`src/rtl/router_pkg.sv`:
```
// rtl/router_pkg.sv - shared port indices, arbiter state type and XY route function
package router_pkg;

    localparam int NUM_PORTS = 5;

    localparam logic [2:0] PORT_L = 3'd0;
    localparam logic [2:0] PORT_E = 3'd1;
    localparam logic [2:0] PORT_W = 3'd2;
    localparam logic [2:0] PORT_N = 3'd3;
    localparam logic [2:0] PORT_S = 3'd4;

    typedef enum logic {
        ARB_IDLE   = 1'b0,
        ARB_LOCKED = 1'b1
    } arb_state_t;

    // X is resolved before Y so packets never turn from a Y hop back to X.
    function automatic logic [2:0] route_port(
        input logic [31:0] dst,
        input int          addr_w,
        input int          x_w,
        input int          local_x,
        input int          local_y
    );
        logic [31:0] dx;
        logic [31:0] dy;
        logic [31:0] lx;
        logic [31:0] ly;
        dx = dst & ((32'd1 << x_w) - 32'd1);
        dy = (dst >> x_w) & ((32'd1 << (addr_w - x_w)) - 32'd1);
        lx = local_x;
        ly = local_y;
        if (dx > lx)      return PORT_E;
        else if (dx < lx) return PORT_W;
        else if (dy > ly) return PORT_N;
        else if (dy < ly) return PORT_S;
        else              return PORT_L;
    endfunction

endpackage

```
`src/rtl/rr_lock_arbiter.sv`:
```
// rtl/rr_lock_arbiter.sv - one output port: round-robin pick, packet lock, optional lock timeout
module rr_lock_arbiter
    import router_pkg::*;
#(
    parameter int N_IN    = 5,
    parameter int ADDR_W  = 10,
    parameter int TIMEOUT = 0,
    parameter int SEL_W   = $clog2(N_IN)
) (
    input  logic                     clk,
    input  logic                     rst,
    input  logic [N_IN-1:0]          i_cand,
    input  logic [N_IN*ADDR_W-1:0]   i_src,
    input  logic [N_IN-1:0]          i_tail,
    output logic                     o_valid,
    output logic [SEL_W-1:0]         o_sel,
    output logic [ADDR_W-1:0]        o_src,
    output logic                     o_timeout_err
);

    localparam int CNT_W = (TIMEOUT > 1) ? $clog2(TIMEOUT) : 1;

    arb_state_t         r_state;
    arb_state_t         w_state_nxt;
    logic [SEL_W-1:0]   r_sel;
    logic [SEL_W-1:0]   w_sel_nxt;
    logic [ADDR_W-1:0]  r_src;
    logic [ADDR_W-1:0]  w_src_nxt;
    logic [SEL_W-1:0]   r_ptr;
    logic [SEL_W-1:0]   w_ptr_nxt;
    logic [CNT_W-1:0]   r_cnt;
    logic [CNT_W-1:0]   w_cnt_nxt;
    logic               r_terr;
    logic               w_terr_nxt;

    logic               w_found;
    logic [SEL_W-1:0]   w_win;
    int                 w_idx;
    logic               w_expired;

    // Search starts at the pointer and wraps, so the last winner is served last.
    always_comb begin
        w_found = 1'b0;
        w_win   = '0;
        w_idx   = 0;
        for (int k = 0; k < N_IN; k++) begin
            w_idx = (int'(r_ptr) + k) % N_IN;
            if (!w_found && i_cand[w_idx]) begin
                w_found = 1'b1;
                w_win   = SEL_W'(w_idx);
            end
        end
    end

    assign w_expired = (TIMEOUT > 0) && (r_cnt == CNT_W'(TIMEOUT - 1));

    always_comb begin
        w_state_nxt = r_state;
        w_sel_nxt   = r_sel;
        w_src_nxt   = r_src;
        w_ptr_nxt   = r_ptr;
        w_cnt_nxt   = r_cnt;
        w_terr_nxt  = 1'b0;
        case (r_state)
            ARB_IDLE: begin
                w_cnt_nxt = '0;
                if (w_found) begin
                    w_state_nxt = ARB_LOCKED;
                    w_sel_nxt   = w_win;
                    w_src_nxt   = i_src[int'(w_win)*ADDR_W +: ADDR_W];
                    w_ptr_nxt   = SEL_W'((int'(w_win) + 1) % N_IN);
                end
            end
            ARB_LOCKED: begin
                // A tail arriving on the expiry cycle is a clean finish, not an error.
                if (i_tail[r_sel]) begin
                    w_state_nxt = ARB_IDLE;
                    w_cnt_nxt   = '0;
                end else if (w_expired) begin
                    w_state_nxt = ARB_IDLE;
                    w_cnt_nxt   = '0;
                    w_terr_nxt  = 1'b1;
                end else if (TIMEOUT > 0) begin
                    w_cnt_nxt = r_cnt + CNT_W'(1);
                end
            end
            default: w_state_nxt = ARB_IDLE;
        endcase
    end

    always_ff @(posedge clk or posedge rst) begin
        if (rst) begin
            r_state <= ARB_IDLE;
            r_sel   <= '0;
            r_src   <= '0;
            r_ptr   <= '0;
            r_cnt   <= '0;
            r_terr  <= 1'b0;
        end else begin
            r_state <= w_state_nxt;
            r_sel   <= w_sel_nxt;
            r_src   <= w_src_nxt;
            r_ptr   <= w_ptr_nxt;
            r_cnt   <= w_cnt_nxt;
            r_terr  <= w_terr_nxt;
        end
    end

    assign o_valid       = (r_state == ARB_LOCKED);
    assign o_sel         = o_valid ? r_sel : '0;
    assign o_src         = o_valid ? r_src : '0;
    assign o_timeout_err = r_terr;

endmodule

```
`src/rtl/router_port_arbiter.sv`:
```
// rtl/router_port_arbiter.sv - XY routing of N_IN packet heads onto five locked output ports
module router_port_arbiter
    import router_pkg::*;
#(
    parameter int N_IN    = 5,
    parameter int ADDR_W  = 10,
    parameter int X_W     = 5,
    parameter int LOCAL_X = 0,
    parameter int LOCAL_Y = 0,
    parameter int TIMEOUT = 0,
    localparam int SEL_W  = $clog2(N_IN)
) (
    input  logic                          clk,
    input  logic                          rst,
    input  logic [N_IN-1:0]               in_req,
    input  logic [N_IN*ADDR_W-1:0]        in_src,
    input  logic [N_IN*ADDR_W-1:0]        in_dst,
    input  logic [N_IN-1:0]               in_tail,
    output logic [N_IN-1:0]               in_gnt,
    output logic [N_IN*3-1:0]             in_port,
    output logic [NUM_PORTS-1:0]          out_valid,
    output logic [NUM_PORTS*SEL_W-1:0]    out_sel,
    output logic [NUM_PORTS*ADDR_W-1:0]   out_src,
    output logic [NUM_PORTS-1:0]          timeout_err
);

    logic [2:0]                       w_route [N_IN];
    logic [NUM_PORTS-1:0][N_IN-1:0]   w_cand;
    logic [NUM_PORTS-1:0]             w_valid;
    logic [SEL_W-1:0]                 w_sel [NUM_PORTS];
    logic [N_IN-1:0]                  w_gnt;
    logic [N_IN*3-1:0]                w_port;

    for (genvar gi = 0; gi < N_IN; gi++) begin : g_route
        assign w_route[gi] = route_port(32'(in_dst[gi*ADDR_W +: ADDR_W]),
                                        ADDR_W, X_W, LOCAL_X, LOCAL_Y);
    end

    // Inputs that already own an output are masked so each input holds one lock.
    for (genvar go = 0; go < NUM_PORTS; go++) begin : g_out
        for (genvar gi = 0; gi < N_IN; gi++) begin : g_cand
            assign w_cand[go][gi] = in_req[gi] && (w_route[gi] == 3'(go)) && !w_gnt[gi];
        end

        rr_lock_arbiter #(
            .N_IN    (N_IN),
            .ADDR_W  (ADDR_W),
            .TIMEOUT (TIMEOUT),
            .SEL_W   (SEL_W)
        ) u_arb (
            .clk           (clk),
            .rst           (rst),
            .i_cand        (w_cand[go]),
            .i_src         (in_src),
            .i_tail        (in_tail),
            .o_valid       (w_valid[go]),
            .o_sel         (w_sel[go]),
            .o_src         (out_src[go*ADDR_W +: ADDR_W]),
            .o_timeout_err (timeout_err[go])
        );

        assign out_sel[go*SEL_W +: SEL_W] = w_sel[go];
    end

    always_comb begin
        w_gnt  = '0;
        w_port = '0;
        for (int o = 0; o < NUM_PORTS; o++) begin
            for (int i = 0; i < N_IN; i++) begin
                if (w_valid[o] && (w_sel[o] == SEL_W'(i))) begin
                    w_gnt[i]          = 1'b1;
                    w_port[i*3 +: 3] |= 3'(o);
                end
            end
        end
    end

    assign out_valid = w_valid;
    assign in_gnt    = w_gnt;
    assign in_port   = w_port;

endmodule

```
`config.mk`:
```
export PLATFORM = sky130hd
export DESIGN_NAME = router_port_arbiter
export DESIGN_NICKNAME = d
export VERILOG_FILES = /design/src/rtl/router_pkg.sv /design/src/rtl/rr_lock_arbiter.sv /design/src/rtl/router_port_arbiter.sv
export SDC_FILE = /design/constraint.sdc
export NUM_CORES = 1
export LEC_CHECK = 0
export ABC_AREA = 0
export CAP_MARGIN = 10
export CORE_MARGIN = 8
export CORE_UTILIZATION = 54
export CTS_CLUSTER_SIZE = 14
export DETAILED_ROUTE_END_ITERATION = 12
export PLACE_DENSITY = 0.84
export SLEW_MARGIN = 20
export SYNTH_ARGS = -nofsm -noshare
export SYNTH_HDL_FRONTEND = slang
export SYNTH_SLANG_ARGS = --single-unit
export TNS_END_PERCENT = 100
```
`constraint.sdc`:
```
create_clock -name clk -period 6.6 [get_ports clk]
set_input_delay 1.65 -clock clk [delete_from_list [all_inputs] [get_ports clk]]
set_output_delay 1.65 -clock clk [all_outputs]
set_load 0.02 [all_outputs]
```
==> summary.md <==
| Metric | Value |
|---|---|
| CP arrival | ~6.2 ns |
| Global-route wire length before repair | just over 50000 um |
| Final setup violation count | 0 |
| Power per cell area | around 580 nW/um2 |
| Synth Flop Type | dfrtp_1 |
| Fraction of the mapped netlist area in simple logic gates | 0.262 |
| Register Area | 1650 um2 |
| Clock power frac | 0.086 |
| Adder-cell share of the synthesized area | 0.0887 |
| Worst path required time | roughly 7 ns |
| Part of the power in registers | 0.109 |
| Pleak | around 5.2 nW |
| Area of the multi-input gates | ~7500 um2 |
| Largest buffer count on any clock path | 2 |
| CTS tree | done |
| Tot GR Track Use | 0.284 |
| Int Power | between 3 and 4 mW |
| Post-CTS Hold Fix Bufs | 0 |
| Fillers | 1496 |
| Combinational Power Share | 0.805 |
| Crit path top cell by count | ha_1 |
| Nature of the critical path endpoint | flip-flop |
| Tot Pwr | between 6 and 7 mW |
| Fmax | 168 MHz |
| Design area | between 10000 and 15000 um2 |
| Worst skew pair latency | approximately 0.35 ns |
| Cell Area, Placed | about 12000 um2 |
| Final TNS setup | 0 ns |
| WHS | around 0.37 ns |
| Startpoint types | flip-flop |
| Final HPWL DP | approximately 26000 um |
| Port Buffers | between 150 and 200 |
| EDFF count, synth | 0 |
| Switching part of the total | 0.520 |
| Compound-cell area share of the yosys netlist | 0.250 |
| # IOs | 207 |
| Final clock skew | around 0.011 ns |
| DR DRC count | 0 |
| Final Hold Vio Count | 0 |
| Die Wd | approximately 150 um |
| Yosys warns | 0 |
| Status | finished, final reports clean |
| Root buf cell | clkbuf_16 |
| Number of H-tree levels | 3 |
| ANT cells | 0 |
| Initial DRC Count | ~750 |
| Post-Route WL | 33000 um |
| Setup CP Type | reg2reg |
| CTS sink count | 66 |
| XOR/XNOR Fraction of Synth Area | 0.0327 |
| Initial antenna violation count | 0 |
| DIE AREA | 22900 um2 |
| Gr ovfl total | 0 |
| Sequential-to-total area share from yosys stat | 0.167 |
| Final Slew Violations | 0 |
| Final core utilization | 0.676 |
| Net Switching | around 3.6 mW |
| Reg2reg path depth | 24 |
| Rows | slightly below 50 |
| Worst Path Max Fanout | 24 |
| Area grow syn2layout | 22.7% |
| Drt pass-1 iters | 5 |
| Postcts setup bufs | 0 |
| Slew HR | 0.373 |
| Distinct cells, synth | roughly 120 |
| CTS buffer count | 9 |
| Total number of vias | roughly 10000 |
| Synth Instances | approximately 1200 |
| Fraction of layout cells with a size suffix above 1 | 0.115 |
| Multiplexer share of the synthesized area | 0.119 |
| Max VDD drop | around 530 uV |
| Largest family of logic cells by synthesized area | simple AND/OR/NAND/NOR gates |
| RSZ-0062 raised after global routing | no |
| Worst path max stage delay | around 0.57 ns |
| Nets@finish | ~1500 |
| Final period util | 0.902 |
| Final ANT Viol Nets | 0 |
| Post-CTS resize count | 0 |
| Critical-path top delay cell | o32ai_1 |
| Slew at the pin closest to its max-slew limit | roughly 0.9 ns |
| Register bit total from synthesis | between 60 and 70 |
| Hold Path Cell Cnt | 0 |
| CTS clk-pin slew, worst paths | roughly 0.060 ns |
| Initial core utilization | 0.551 |
| Routability Congestion | between 0.9 and 1 |
| Min cycle time layout | around 6 ns |
| Largest net degree at the start of global routing | 67 |
| Mean Syn Cell Area | about 8.3 um2 |
| CP cell instances | inv_1 > ha_1 > xnor2_2 > inv_2 > ha_1 > nor2_1 > a21oi_1 > xnor2_1 > ha_1 > a221oi_2 > o32ai_1 > nor2_1 > nor4_1 > nor3b_2 > nor2_1 > o21ai_1 > o311ai_4 > buf_4 > ha_1 > nand2_1 > mux2i_1 > nor2b_1 > xnor2_1 > a21oi_1 |
| Async set-or-reset flop fraction in the synthesized netlist | 1.00 |
| Core ar. | approximately 18000 um2 |
| Netlist Area Pre-Place | 9900 um2 |
| Hold Path Class | reg2reg |
| Vias/cell | roughly 6.3 |
| Vias in the first global route | ~9700 |
| Max-cap viol count | 0 |
| Chip Height | roughly 150 um |
| WL per Instance | between 20 and 25 um |
## state kept, by name, indices dropped and copies added (netlist names)
name / count
g_out.u_arb.r_src: 40
g_out.u_arb.r_sel: 12
g_out.u_arb.r_ptr: 9
g_out.u_arb.o_valid: 5
## area by class of cell
cell class / count / share of cell area
multi-input cells: 986 / 0.620
clock inverters: 6 / 0.0113
repair buffers: 211 / 0.170
flip-flops and latches: 66 / 0.136
inverters: 64 / 0.0200
clock buffers: 10 / 0.0188
well taps: 229 / 0.0236
## kinds of logic (layout without fill, tap and decap cells)
kind of cell | after synthesis | in the layout
compound gates | 309 | 309
other cells | 1 | 22
xor+xnor | 31 | 31
mux | 111 | 111
fa+ha+maj | 69 | 69
flops | 66 | 66
simple gates | 444 | 444
buf+inv | 160 | 291
## power by group through the flow
stage	registers (mW)	clock network (mW)	logic, mW
global placement	0.760	0	5.40
floorplan	0.659	0	4.25
global route	0.782	0.627	6.11
finish	0.764	0.602	5.63
CTS	0.759	0.604	5.56
detailed placement	0.764	0	5.51
## path summary, 6_finish.rpt
kind                                         startpoint  slack [ns]                      end
worst max register to register  g_out[3].u_arb.r_ptr[1]        0.65  g_out[3].u_arb.r_ptr[1]
min in group asynchronous                           rst        1.88  g_out[2].u_arb.r_src[6]
worst max-delay path            g_out[3].u_arb.r_ptr[1]        0.65  g_out[3].u_arb.r_ptr[1]
max in group asynchronous                           rst        4.12  g_out[1].u_arb.r_sel[0]
worst min-delay path            g_out[2].u_arb.r_src[3]        0.37  g_out[2].u_arb.r_src[3]
worst min register to register  g_out[2].u_arb.r_src[3]        0.37  g_out[2].u_arb.r_src[3]
## worst max-delay path: cells and delay by family, from the launching register on
family	cells	cell delay (ns)
buffers and inverters	3	0.85
xor gates and xnor gates	3	0.56
muxes	1	0.23
AOI/OAI and AO/OA	6	1.13
adders and majority gates	4	1.16
and+or+nand+nor	7	1.43
DFF	1	0.44
## through the flow
step / std cells / setup WS, ns
floorplan: 1212 / 1.06
global placement: 1556 / 0.873
detailed placement: 1556 / 0.748
CTS: 1572 / 0.751
global route: 1572 / 0.0924
finish: 1572 / 0.650
## synthesized netlist by cell type (7+ instances only)
cell,instances,share of area
o22ai_1,28,0.018
nand4_1,11,0.0070
o21a_1,9,0.0068
buf_4,30,0.023
a21oi_1,47,0.024
xnor2_1,21,0.019
nand2b_1,20,0.013
mux2_2,12,0.014
buf_2,27,0.014
nand3_1,23,0.012
inv_2,9,0.0034
nor2_1,77,0.029
a211o_1,13,0.011
nor2b_1,17,0.011
o2bb2ai_1,11,0.0097
dfrtp_1,66,0.17
nor4_1,9,0.0057
o21ai_0,34,0.017
and2_1,58,0.037
a211oi_2,14,0.018
a31oi_1,22,0.014
nor3_1,25,0.013
or3_1,14,0.0088
mux2i_1,92,0.093
and3_1,13,0.0082
nand2_1,96,0.036
clkbuf_1,31,0.012
o211ai_1,10,0.0076
inv_1,54,0.020
a211oi_1,7,0.0053
ha_1,67,0.085
a21o_1,12,0.0091
nand4b_1,10,0.0088
o31ai_1,10,0.0076
## metal layers
layer  track usage  vias up  wire length [um]
met4         0.123        0              1300
met3        0.0559       75              2990
met1         0.375     4740             14000
met2         0.442      490             14700
met5             0        -                 0
li1              -     4649                 -
## layout by cell type, fill, tap and decap left out, drive strengths merged, types with 23 or more instances in the layout
| cell | n |
|---|---|
| a21oi | 52 |
| a31oi | 23 |
| and2 | 58 |
| buf | 27 |
| clkdlybuf4s50 | 184 |
| dfrtp | 66 |
| ha | 67 |
| inv | 65 |
| mux2i | 92 |
| nand2 | 96 |
| nand3 | 25 |
| nor2 | 84 |
| nor3 | 27 |
| o21ai | 43 |
| o22ai | 29 |
| xnor2 | 27 |
No activity file was read; power rests on OpenSTA's default activity.
